==> src/rtl/reset_sequencer.sv <==
// Power-on reset sequencer: waits for clock lock plus a hold time, then releases
// STAGES ordered reset domains one at a time, each gated on the previous domain's ready.
module reset_sequencer #(
    parameter int unsigned STAGES      = 4,
    parameter int unsigned HOLD_CYCLES = 16,
    parameter int unsigned TIMEOUT     = 1024
) (
    input  logic                           i_clock,
    input  logic                           i_reset,
    input  logic                           i_locked,
    input  logic                           i_request,
    input  logic [STAGES-1:0]              i_ready,
    output logic [STAGES-1:0]              o_reset,
    output logic                           o_busy,
    output logic                           o_fault,
    output logic [$clog2(STAGES+1)-1:0]    o_stage
);

    localparam int unsigned SW      = $clog2(STAGES + 1);
    localparam int unsigned CNT_MAX = (HOLD_CYCLES > TIMEOUT) ? HOLD_CYCLES : TIMEOUT;
    localparam int unsigned CW      = $clog2(CNT_MAX + 1);

    typedef enum logic [2:0] {
        S_WAIT_LOCK = 3'd0,
        S_HOLD      = 3'd1,
        S_RELEASE   = 3'd2,
        S_RUN       = 3'd3,
        S_FAULT     = 3'd4
    } state_t;

    state_t            r_state;
    state_t            w_state_nxt;
    logic [SW-1:0]     r_stage;
    logic [SW-1:0]     w_stage_nxt;
    logic [CW-1:0]     r_count;
    logic [CW-1:0]     w_count_nxt;
    logic [STAGES-1:0] r_reset;
    logic [STAGES-1:0] w_reset_nxt;
    logic              r_busy;
    logic              w_busy_nxt;
    logic              r_fault;
    logic              w_fault_nxt;
    logic              w_ready_cur;
    logic              w_restart;

    // State, counter and output registers
    always_ff @(posedge i_clock) begin
        if (i_reset) begin
            r_state <= S_WAIT_LOCK;
            r_stage <= '0;
            r_count <= '0;
            r_reset <= '1;
            r_busy  <= 1'b1;
            r_fault <= 1'b0;
        end else begin
            r_state <= w_state_nxt;
            r_stage <= w_stage_nxt;
            r_count <= w_count_nxt;
            r_reset <= w_reset_nxt;
            r_busy  <= w_busy_nxt;
            r_fault <= w_fault_nxt;
        end
    end

    // Next state: lock loss beats request, request beats ready/timeout/hold expiry
    always_comb begin
        w_state_nxt = r_state;
        w_stage_nxt = r_stage;
        w_restart   = 1'b0;
        w_ready_cur = 1'b0;
        for (int k = 0; k < STAGES; k++) begin
            if (r_stage == SW'(k)) begin
                w_ready_cur = i_ready[k];
            end
        end

        case (r_state)
            S_WAIT_LOCK: begin
                w_stage_nxt = '0;
                if (i_locked) begin
                    w_state_nxt = S_HOLD;
                end
            end
            S_HOLD: begin
                if (!i_locked) begin
                    w_state_nxt = S_WAIT_LOCK;
                end else if (i_request) begin
                    w_restart = 1'b1;
                end else if (r_count == CW'(HOLD_CYCLES - 1)) begin
                    w_state_nxt = S_RELEASE;
                    w_stage_nxt = '0;
                end
            end
            S_RELEASE: begin
                if (!i_locked) begin
                    w_state_nxt = S_WAIT_LOCK;
                    w_stage_nxt = '0;
                end else if (i_request) begin
                    w_state_nxt = S_HOLD;
                    w_stage_nxt = '0;
                end else if (w_ready_cur) begin
                    w_stage_nxt = r_stage + SW'(1);
                    if (r_stage == SW'(STAGES - 1)) begin
                        w_state_nxt = S_RUN;
                    end
                end else if (r_count == CW'(TIMEOUT - 1)) begin
                    w_state_nxt = S_FAULT;
                end
            end
            S_RUN: begin
                if (!i_locked) begin
                    w_state_nxt = S_WAIT_LOCK;
                    w_stage_nxt = '0;
                end else if (i_request) begin
                    w_state_nxt = S_HOLD;
                    w_stage_nxt = '0;
                end
            end
            S_FAULT: begin
                if (i_request) begin
                    w_state_nxt = i_locked ? S_HOLD : S_WAIT_LOCK;
                    w_stage_nxt = '0;
                end
            end
            default: begin
                w_state_nxt = S_WAIT_LOCK;
                w_stage_nxt = '0;
            end
        endcase

        // Shared counter restarts on any state or stage change
        if (w_restart || (w_state_nxt != r_state) || (w_stage_nxt != r_stage)) begin
            w_count_nxt = '0;
        end else if (r_count != {CW{1'b1}}) begin
            w_count_nxt = r_count + CW'(1);
        end else begin
            w_count_nxt = r_count;
        end
    end

    // Outputs decoded from the upcoming state so they register on the same edge
    always_comb begin
        w_reset_nxt = '1;
        w_busy_nxt  = 1'b1;
        w_fault_nxt = 1'b0;
        case (w_state_nxt)
            S_RELEASE: begin
                for (int j = 0; j < STAGES; j++) begin
                    w_reset_nxt[j] = (SW'(j) > w_stage_nxt);
                end
            end
            S_RUN: begin
                w_reset_nxt = '0;
                w_busy_nxt  = 1'b0;
            end
            S_FAULT: begin
                w_fault_nxt = 1'b1;
            end
            default: begin
                w_reset_nxt = '1;
            end
        endcase
    end

    assign o_reset = r_reset;
    assign o_busy  = r_busy;
    assign o_fault = r_fault;
    assign o_stage = r_stage;

endmodule

==> config.mk <==
export PLATFORM = sky130hd
export DESIGN_NAME = reset_sequencer
export DESIGN_NICKNAME = d
export VERILOG_FILES = /design/src/rtl/reset_sequencer.sv
export SDC_FILE = /design/constraint.sdc
export NUM_CORES = 1
export LEC_CHECK = 0
export BUFFER_PORTS_ARGS = -buffer_cell sky130_fd_sc_hd__clkbuf_2
export CAP_MARGIN = 40
export CORE_ASPECT_RATIO = 1.1
export CORE_MARGIN = 2
export CORE_UTILIZATION = 25
export CTS_CLUSTER_DIAMETER = 30
export DETAILED_ROUTE_END_ITERATION = 6
export HOLD_SLACK_MARGIN = 0.1
export SYNTH_ARGS = -nofsm -noshare
export SYNTH_HDL_FRONTEND = slang
export SYNTH_SLANG_ARGS = --single-unit
==> constraint.sdc <==
create_clock -name i_clock -period 2.6 [get_ports i_clock]
set_clock_uncertainty 0.15 [all_clocks]
set_input_delay 0.39 -clock i_clock [delete_from_list [all_inputs] [get_ports i_clock]]
set_output_delay 0.39 -clock i_clock [all_outputs]
set_load 0.05 [all_outputs]
# Word-level counts from Yosys, hierarchy flattened
# Index checks and enable logic that the tools add are counted.
# op_classes
reduce_logical,5
n_eq_ne,15
muxes,33
order_cmp,4
addsub,2
# op_table
op,count
3-bit two-way mux,20
3-bit by 2-bit equality test with 1-bit output (second input constant),6
3-bit case mux with 5 select lines,1
3-bit case mux with 4 select lines,1
11-bit by 1-bit adder with 11-bit output (second input constant),1
11-bit by 10-bit equality test with 1-bit output (second input constant),1
11-bit by 4-bit equality test with 1-bit output (second input constant),1
11-bit inequality test (second input constant),1
1-bit two-way mux,10
4-bit case mux with 2 select lines,1
3-bit by 1-bit equality test with 1-bit output (second input constant),2
3-bit equality test (second input constant),2
1-bit by 3-bit > comparator with 1-bit output (first input constant),2
2-bit by 3-bit > comparator with 1-bit output (first input constant),2
3-bit zero test,2
3-bit inequality test,2
3-bit by 1-bit adder with 3-bit output (second input constant),1
1-bit logical OR,2
2-bit OR reduction,1
# word_totals
in_bits,8
output_inout_bits,9
reg_bits,23
elab_cells,65

# Longest topological paths before layout
# logic_depth
ltp_word,13
mapped_depth,9
depth_no_buf,8

# Least setup slack after synthesis
# No wires, ideal clock.
# synth_timing
path_kind,flip-flop to flip-flop
start,register r_stage[2] (netlist: o_stage[2])
end,register r_count[0]
t_arrival_ns,2.508
required_ns,2.377
setup_slack_ns,-0.131
stages_incl_launch_ff,10
period_less_slack_ns,2.731
setup_time_ns,0.073
path_buffers,1
cell_sequence,dfxtp_1 inv_1 ha_1 and2_2 nor3_1 a21bo_2 a221oi_1 nor2_1 buf_6 nor3_2
# synth_via
elab_chain_len,13
elab_cells_between_ends,28
cone_classes,add/sub: 1; eq/ne: 5; mux: 18; reduce/logical: 4
# synth_rtl
element,line_no,source
"start, declared",33,logic [SW-1:0] r_stage;
"start signal, assigned",57,r_stage <= w_stage_nxt;
3-bit zero test,72,if (r_stage == SW'(k)) begin
1-bit two-way mux (4 in series),72,
3-bit two-way mux,101,end else if (w_ready_cur) begin
3-bit two-way mux,98,end else if (i_request) begin
3-bit two-way mux,95,if (!i_locked) begin
3-bit case mux with 5 select lines,77,case (r_state)
3-bit inequality test,132,if (w_restart || (w_state_nxt != r_state) || (w_stage_nxt != r_stage)) begin
1-bit logical OR,132,
1-bit logical OR (*),132,
2-bit OR reduction (no source line) (*),--,
"end signal, assigned",58,r_count <= w_count_nxt;
"end, declared",35,logic [CW-1:0] r_count;
# Every way passes the cells marked *; elsewhere a longest branch is shown, timed or not.
# A chain may end at the register's enable or synchronous reset.

# Worst setup path after layout
# layout_timing
start,register r_stage[1] (netlist: o_stage[1])
end,register r_count[7]
# Same word-level chain as after synthesis.

==> results by group <==
Synthesis
  – Ys Warns: 0
  – Synth cell count leaders: 23 x dfxtp_1, 16 x nand2_1, 11 x nor3_2, 11 x o21ai_0, 10 x nand3_1
  – Async SR Flop Fraction: 0%
  – Ys flop type: dfxtp_1
  – Synth Cell Area: 1520 µm²
  – Seq cells post-synth: 23
  – Register area share after synthesis: 30.3%
  – Mapped Nets: 182
  – Most common cell in the netlist: dfxtp_1
  – Ranking of synthesized cells by area: dfxtp_1 30%, nor3_2 7.3%, ha_1 4.9%
  – Syn avg cell area: 9.03 µm²
  – Post-synthesis cell type count: 57
  – Top-area cell type share of the netlist area: 30.3%
  – Synth area leader: dfxtp_1
  – EDFF count, synth: 0
  – Synth Instances: 168

Power and ir drop
  – Reg power frac: 54.0%
  – Sw power: 167 µW
  – Clock power frac: 34.6%
  – Leakage power: 0.000717 µW
  – Combinational Power Share: 11.4%
  – Pwr per Cell Area: 346 nW/µm²
  – Peak supply drop: 0.000212 V
  – Final Total Pwr: 664 µW
  – Pint: 497 µW
  – Switch share: 25.1%

Global route
  – Pin count of the biggest net entering global routing: 14
  – Total global routing overflow: 0
  – Initial antenna violation count: 0
  – Vias in the first global route: 1,283
  – First-pass GRT wire length: 5970 µm
  – Total GRT Usage: 11.0%

STA
  – Hold slack: 264 ps
  – Pin slew with the least headroom to its limit: 408 ps
  – Endpoints failing hold: 0
  – Peak Freq: 399 MHz
  – Final worst-path cycle share: 96.4%
  – Setup ws final: 94.4 ps
  – Max_slew headroom: 72.7%
  – RSZ-0062 raised after global routing: yes
  – Max-slew violations: 0
  – Final setup vio count: 0
  – Period minus WS final: 2510 ps

Critical path
  – Crit-path cells: buf_4 -> ha_1 -> ha_4 -> a221oi_4 -> a2111oi_4 -> o31ai_2 -> o2111ai_4 -> buf_12 -> nor3_4
  – Buf+Inv Stages, Crit Path: 2
  – Setup slack, reg-to-reg: 90 ps
  – Delay-heaviest family, CP: compound AO/OA/AOI/OAI gates
  – CP peak stage delay: 350 ps
  – Crit-path slowest cell: dfxtp_4
  – CP max FO: 5
  – RR Endpoint: r_count[7]$_SDFFE_PP0P_
  – CP startpoint kind: flip-flop
  – Crit path kind: reg2reg
  – Worst reg-to-reg path cell count: 9
  – Crit. End Element: flip-flop
  – Launching point of the worst reg2reg path: o_stage[1]$_SDFF_PP0_
  – Arr. time, crit path: 2560 ps
  – Worst path required time: 2650 ps

Place
  – DP HPWL: 2680 µm
  – Dpl ws: 53.2 ps
  – # port buffers: 16
  – Gpl congestion: 0.826

Floorplanning
  – Core area: 5810 µm²
  – Die ar.: 6710 µm²
  – Top-level I/O count: 17
  – Chip height: 85.7 µm
  – FP Rows: 29
  – Die X: 78.3 µm
  – Starting Density: 26.1%

Clock network
  – CTS Buf Count: 3
  – CTS Hold Bufs: 0
  – TritonCTS clock tree: done
  – H-tree depth: 1
  – CTS root buffer: clkbuf_8
  – Clock buffer depth: 2
  – Worst-path clk slew: 90 ps
  – Clk sink count: 23
  – Worst-Skew Late Latency: 270 ps

Hold path
  – Worst hold path class: in2reg
  – Hold Path Stages: 2
  – Hold endpoint: o_stage[1]$_SDFF_PP0_
  – Hold Crit Start: i_reset

Drt
  – Top Metal Used: met4
  – Initial drt markers: 134
  – Met1 Routed Length: 1690 µm
  – Via Count: 1,346
  – Met3 routed WL: 90 µm
  – Met2 WL post-DR: 1850 µm
  – Drt drc: 0
  – Antenna viol nets, final: 0
  – First-pass DRT Iterations: 4
  – Drt wl/cell: 13.4 µm
  – Total Wirelength: 3680 µm
  – Via density: 4.91

Final layout
  – Layout area overhead: 26.6%
  – Fillers: 630
  – ANT cells: 0
  – Multi-input gate area: 1060 µm²
  – Ratio of cells with drive above 1 in the final layout: 37.6%
  – Seq. cell area: 467 µm²
  – Final nets: 212

Flow run
  – Max-Cap Viols: 0

Outcome
  – Outcome: completed
## timing repair
item	in CTS	in global routing
endpoints found under the setup margin	0	15
resized for setup	0	22
setup buffers	0	7
## placed cells by master (no fill, tap or decap), drive strengths merged, types with 2 or more instances in the layout
cell type / count
nand3: 10
a31oi: 2
and4: 2
a21oi: 10
nor2: 6
dfxtp: 23
inv: 7
nand4: 3
o31ai: 2
nand2: 16
nor3: 15
a221oi: 4
nor4: 2
buf: 14
ha: 6
xor2: 5
and3: 2
o211ai: 2
nand2b: 6
and2: 3
o21ai: 11
clkbuf: 20
mux2: 2
## layer usage
| layer | vias to the layer above | global-route usage (%) |
|---|---|---|
| met1 | 636 | 13.2 |
| met3 | 5 | 1.89 |
| li1 | 683 | - |
| met4 | 0 | 3.83 |
| met5 | - | 0 |
| met2 | 22 | 19.8 |
## stage by stage
step,setup TNS [ps],utilization (%),area [µm²],instances
final,0,33.1,1920,274
after global routing,-54.5,33.1,1920,274
after CTS,0,30.0,1740,266
after detailed placement,0,29.2,1700,262
after global placement,0,29.2,1700,262
after floorplan,0,-,1520,168
## power groups by stage
stage               combinational [µW]  clock (µW)  sequential, µW
global route                      81.6         254             359
global placement                  61.8           0             368
finish                            75.7         230             358
floorplan                         44.7           0             367
detailed placement                61.9           0             368
CTS                               62.3         237             359
## sequential cells by signal, summed over array words and instances (netlist names)
| name | flops |
|---|---|
| o_stage | 3 |
| r_state | 3 |
| o_reset | 4 |
| o_fault | 1 |
| r_count | 11 |
| o_busy | 1 |
## layout make-up
type	count	share of cell area (%)
Inverter	7	1.37
Multi-Input combinational cell	132	55.3
Sequential cell	23	24.3
Timing Repair Buffer	31	11.6
Tap cell	77	5.01
Clock buffer	3	2.15
Clock inverter	1	0.260
## how the worst max path moves through the flow
stage | from | to | slack [ps] | cells past startpoint
CTS | o_stage[0]$_SDFF_PP0_ | r_count[7]$_SDFFE_PP0P_ | 20 | 9
detailed placement | o_stage[0]$_SDFF_PP0_ | r_count[7]$_SDFFE_PP0P_ | 50 | 9
global route | o_stage[0]$_SDFF_PP0_ | r_count[8]$_SDFFE_PP0P_ | -20 | 9
floorplan | o_stage[0]$_SDFF_PP0_ | r_count[10]$_SDFFE_PP0P_ | 20 | 8
finish | o_stage[1]$_SDFF_PP0_ | r_count[7]$_SDFFE_PP0P_ | 90 | 9
global placement | o_stage[0]$_SDFF_PP0_ | r_count[10]$_SDFFE_PP0P_ | 80 | 9
## cell families (layout without fill, tap and decap cells)
| family | after synthesis | count (layout) | share of synthesized area, % |
|---|---|---|---|
| and+or+nand+nor | 74 | 74 | 30.5 |
| DFF | 23 | 23 | 30.3 |
| muxes | 2 | 2 | 1.48 |
| buffers and inverters | 13 | 42 | 6.02 |
| xor gates and xnor gates | 6 | 6 | 3.46 |
| adders and majority gates | 6 | 6 | 4.95 |
| AOI/OAI and AO/OA | 44 | 44 | 23.2 |
Power figures use the tool's default switching activity.
